## src/rtl/piso_serializer.sv

```systemverilog
// Parallel-in/serial-out serializer with a one-word holding buffer, valid/ready
// input handshake, bit-rate enable, framing outputs and synchronous flush.
module piso_serializer #(
  parameter int   WIDTH      = 8,
  parameter bit   MSB_FIRST  = 1'b1,
  parameter logic IDLE_LEVEL = 1'b0
) (
  input  logic             clock,
  input  logic             reset,
  input  logic             flush,
  input  logic             in_valid,
  output logic             in_ready,
  input  logic [WIDTH-1:0] in_data,
  input  logic             shift_en,
  output logic             ser_out,
  output logic             ser_valid,
  output logic             ser_last,
  output logic             busy
);

  if (WIDTH < 2 || WIDTH > 32) begin : g_bad_width
    $error("piso_serializer: WIDTH must be in 2..32");
  end

  localparam int CW = $clog2(WIDTH);
  localparam logic [CW-1:0] LAST = CW'(WIDTH - 1);

  typedef enum logic {
    IDLE,
    SHIFT
  } state_t;

  state_t           state_q, state_d;
  logic [WIDTH-1:0] hold_q, hold_d;
  logic             hold_full_q, hold_full_d;
  logic [WIDTH-1:0] shifter_q, shifter_d;
  logic [CW-1:0]    cnt_q, cnt_d;
  logic             accept;

  // flush wins over a same-edge handshake, so the offered word is dropped.
  assign accept = in_valid && !hold_full_q && !flush;

  // NOTE: every always_comb output gets a default first; a missing branch
  // would otherwise infer a latch.
  always_comb begin
    state_d     = state_q;
    hold_d      = hold_q;
    hold_full_d = hold_full_q;
    shifter_d   = shifter_q;
    cnt_d       = cnt_q;

    if (flush) begin
      state_d     = IDLE;
      hold_full_d = 1'b0;
      cnt_d       = '0;
    end else begin
      case (state_q)
        IDLE: begin
          if (hold_full_q) begin
            shifter_d   = hold_q;
            cnt_d       = '0;
            hold_full_d = 1'b0;
            state_d     = SHIFT;
          end
        end
        SHIFT: begin
          if (shift_en) begin
            if (cnt_q != LAST) begin
              shifter_d = MSB_FIRST ? (shifter_q << 1) : (shifter_q >> 1);
              cnt_d     = cnt_q + CW'(1);
            end else if (hold_full_q) begin
              // Reload straight from the buffer so the next word has no gap.
              shifter_d   = hold_q;
              cnt_d       = '0;
              hold_full_d = 1'b0;
            end else begin
              state_d = IDLE;
            end
          end
        end
        default: state_d = IDLE;
      endcase

      // accept implies the buffer was empty, so it never collides with a reload.
      if (accept) begin
        hold_d      = in_data;
        hold_full_d = 1'b1;
      end
    end
  end

  // NOTE: sequential state uses non-blocking assignments so every register
  // samples the pre-edge values regardless of statement order.
  always_ff @(posedge clock or posedge reset) begin
    if (reset) begin
      state_q     <= IDLE;
      hold_q      <= '0;
      hold_full_q <= 1'b0;
      shifter_q   <= '0;
      cnt_q       <= '0;
    end else begin
      state_q     <= state_d;
      hold_q      <= hold_d;
      hold_full_q <= hold_full_d;
      shifter_q   <= shifter_d;
      cnt_q       <= cnt_d;
    end
  end

  always_comb begin
    in_ready  = !hold_full_q;
    ser_valid = 1'b0;
    ser_out   = IDLE_LEVEL;
    ser_last  = 1'b0;
    if (state_q == SHIFT) begin
      ser_valid = 1'b1;
      ser_out   = MSB_FIRST ? shifter_q[WIDTH-1] : shifter_q[0];
      ser_last  = (cnt_q == LAST);
    end
    busy = (state_q == SHIFT) || hold_full_q;
  end

endmodule

```

## config.mk

```make
export PLATFORM = sky130hd
export DESIGN_NAME = piso_serializer
export DESIGN_NICKNAME = d
export VERILOG_FILES = /design/src/rtl/piso_serializer.sv
export SDC_FILE = /design/constraint.sdc
export NUM_CORES = 1
export LEC_CHECK = 0
export CELL_PAD_IN_SITES_DETAIL_PLACEMENT = 0
export CELL_PAD_IN_SITES_GLOBAL_PLACEMENT = 1
export CORE_MARGIN = 8
export CORE_UTILIZATION = 30
export DETAILED_ROUTE_END_ITERATION = 6
export GPL_TIMING_DRIVEN = 0
export HOLD_SLACK_MARGIN = 0.1
export PLACE_DENSITY = 0.72
export REMOVE_ABC_BUFFERS = 1
export SKIP_CTS_REPAIR_TIMING = 1
export SLEW_MARGIN = 20
export SYNTH_ARGS = -nofsm -noshare
export SYNTH_HDL_FRONTEND = slang
export SYNTH_SLANG_ARGS = --single-unit
```

## constraint.sdc

```tcl
create_clock -name clock -period 2 [get_ports clock]
set_input_delay 0.4 -clock clock [delete_from_list [all_inputs] [get_ports clock]]
set_output_delay 0.4 -clock clock [all_outputs]
set_load 0.05 [all_outputs]
```

==> flow_summary.json <==
{
  "status": "complete, no violations",
  "place.detailed.hpwl_um": 1560,
  "area_growth_pct": 23.8,
  "wl_per_cell_um": 15.6,
  "fp-row-count": 21,
  "ys_seq_area_frac": 0.495,
  "clk_pin_slew_ns": 0.12,
  "drt-pass1-iter-count": 4,
  "post_route_cells_drive_above_1_share": 0.202,
  "fin_crit_sh": 0.954,
  "cts_max_path_buffers": 2,
  "synth_ff_type": "dfrtp_1",
  "grt_start_max_net_pins": 22,
  "die_area_sq_um": 5700,
  "syn-cell-area_sq_um": 1060,
  "ys_top_cells_by_area": "dfrtp_1 50%, mux2_4 11%, o2bb2ai_1 6.6%",
  "sw_frac_of_total": 0.281,
  "gr-total-overflow": 0,
  "tightest_slew_ns": 0.808,
  "insertedDiodeCount": 0,
  "startpoint_type": "flip-flop",
  "grt_pass1_vias": 842,
  "path_class": "flip-flop to output pin",
  "finalPower_uw": 997,
  "antenna_left": 0,
  "io_pins": 18,
  "path_max_fanout": 11,
  "arrival_ns": 1.51,
  "ys_types": 24,
  "antenna_found_initial": 0,
  "clock-root-buffer": "clkbuf_4",
  "io_buffers": 17,
  "async_flop_share": 1.00,
  "nFillCells": 346,
  "end_kind": "output pin",
  "drcViolationCount": 0,
  "vias": 763,
  "switchingPower_uw": 280,
  "cts_buffers": 3,
  "routed_wl_um": 2340,
  "track_usage": 0.0897,
  "cts_tree": "built",
  "drv_slew": 0,
  "synth_edf_count": 0,
  "seqPwrFrac": 0.568,
  "finalSetupViolCount": 0,
  "drtIter0Drc": 31,
  "p_leak_nw": 0.615,
  "rsz0062_at_grt": "no",
  "cts.sinks": 21,
  "fmax_mhz": 524,
  "place.gp.congestion": 0.740,
  "syn_inst": 88,
  "hold_class": "flip-flop to flip-flop",
  "maxSlewHeadroom": 0.461,
  "skew_ns": 0.00671,
  "ys_top_cells_by_count": "21 x dfrtp_1, 8 x a31oi_1, 8 x mux2_4, 8 x o2bb2ai_1, 7 x and3b_1",
  "ys_warn_count": 0,
  "maxCapViolCount": 0,
  "insertion_delay_ns": 0.30,
  "core_area_sq_um": 3360,
  "min_period_ns": 1.91,
  "combPwrFrac": 0.229,
  "die_y_um": 75.5,
  "hold_viol_final": 0,
  "internal_power_uw": 716,
  "avgSynthCellArea_sq_um": 12.1,
  "viasPerCell": 5.09,
  "yosysMostFrequentCell": "dfrtp_1",
  "timing.hold.ws_ns": 0.493,
  "fp.dieW_um": 75.5,
  "htree_levels": 1,
  "pwr_density_cell_nw_per_um2": 759,
  "irDropWorstVdd_mv": 0.375,
  "synth_top_area_frac": 0.495,
  "yosysTopAreaCell": "dfrtp_1",
  "nets": 121,
  "start_util": 0.315,
  "required_ns": 1.60,
  "clock_power_share": 0.203,
  "grt_pass1_wl_um": 3880,
  "ys_ff_latch": 21
}
metal layers:
layer	part of all wire	track usage	vias up
li1	-	-	359
met1	0.51	0.115	377
met2	0.43	0.136	25
met3	0.058	0.0382	2
met4	0.0060	0.0192	0
met5	0	0	-
placed cells by master, fill, tap and decap left out, drive strengths merged:
| cell | instances |
|---|---|
| mux2 | 8 |
| mux2i | 1 |
| nand2 | 2 |
| clkdlybuf4s50 | 12 |
| nand2b | 2 |
| nor2b | 3 |
| and3b | 7 |
| dfrtp | 21 |
| o22ai | 1 |
| dlymetal6s2s | 4 |
| and2 | 2 |
| clkbuf | 5 |
| a21boi | 1 |
| nand3b | 1 |
| a31oi | 8 |
| nor2 | 4 |
| o2bb2ai | 8 |
| ha | 3 |
| nand3 | 2 |
| a32o | 2 |
| inv | 3 |
| and3 | 1 |
| o211ai | 1 |
| or2 | 2 |
layout make-up:
cell class              count  area (sq um)  area share
clock buffers               4          26.3      0.0200
flip-flops and latches     21           528       0.402
well taps                  46          57.6      0.0438
multi-input cells          59           513       0.390
inverters                   3          11.3     0.00857
repair buffers             17           178       0.135
critical path, cell delays in order (launching register included):
cell and delay (ns):
dfrtp_1 0.43, ha_2 0.22, ha_4 0.20, and2_1 0.16, clkbuf_4 0.20
sequential cells by signal, indices dropped and copies added (netlist names):
name         cells
cnt_q            3
hold_full_q      1
hold_q           8
shifter_q        8
state_q          1
power by group through the flow:
stage	registers, mW	logic [mW]	clock network, mW
after floorplan	0.557	0.164	0
after global placement	0.569	0.224	0
after detailed placement	0.571	0.230	0
after CTS	0.563	0.232	0.213
after global routing	0.576	0.249	0.232
final	0.566	0.228	0.203
metrics by stage:
step / cell area [sq um] / TNS, ns / std cells / worst slack, ns / util
2_1_floorplan: 1030 / 0 / 83 / 0.321 / -
3_3_place_gp: 1260 / -0.633 / 146 / -0.309 / 0.375
3_5_place_dp: 1260 / -1.14 / 146 / -0.304 / 0.375
4_1_cts: 1290 / -2.00 / 150 / -0.674 / 0.383
5_1_grt: 1310 / 0 / 150 / 0.0159 / 0.391
6_report: 1310 / 0 / 150 / 0.0914 / 0.391
final timing paths:
path,from,endpoint,slack (ns),cells after the start
worst max-delay path,cnt_q[0]$_DFFE_PP0P_,ser_last,0.09,4
worst min-delay path,shifter_q[4]$_DFFE_PP0P_,shifter_q[4]$_DFFE_PP0P_,0.49,1
worst max register to register,cnt_q[0]$_DFFE_PP0P_,shifter_q[5]$_DFFE_PP0P_,0.38,5
worst min register to register,shifter_q[4]$_DFFE_PP0P_,shifter_q[4]$_DFFE_PP0P_,0.49,1
max in group asynchronous,reset,state_q$_DFF_PP0_,0.91,2
min in group asynchronous,reset,hold_q[2]$_DFFE_PP0P_,0.55,2
kinds of logic (layout without fill, tap and decap cells):
family,after synthesis,count (layout),share of synthesized area
compound gates,21,21,0.157
simple gates,26,26,0.154
fa+ha+maj,3,3,0.0354
mux,9,9,0.123
flops,21,21,0.495
buf+inv,8,24,0.0354
Power figures use the tool's default switching activity.
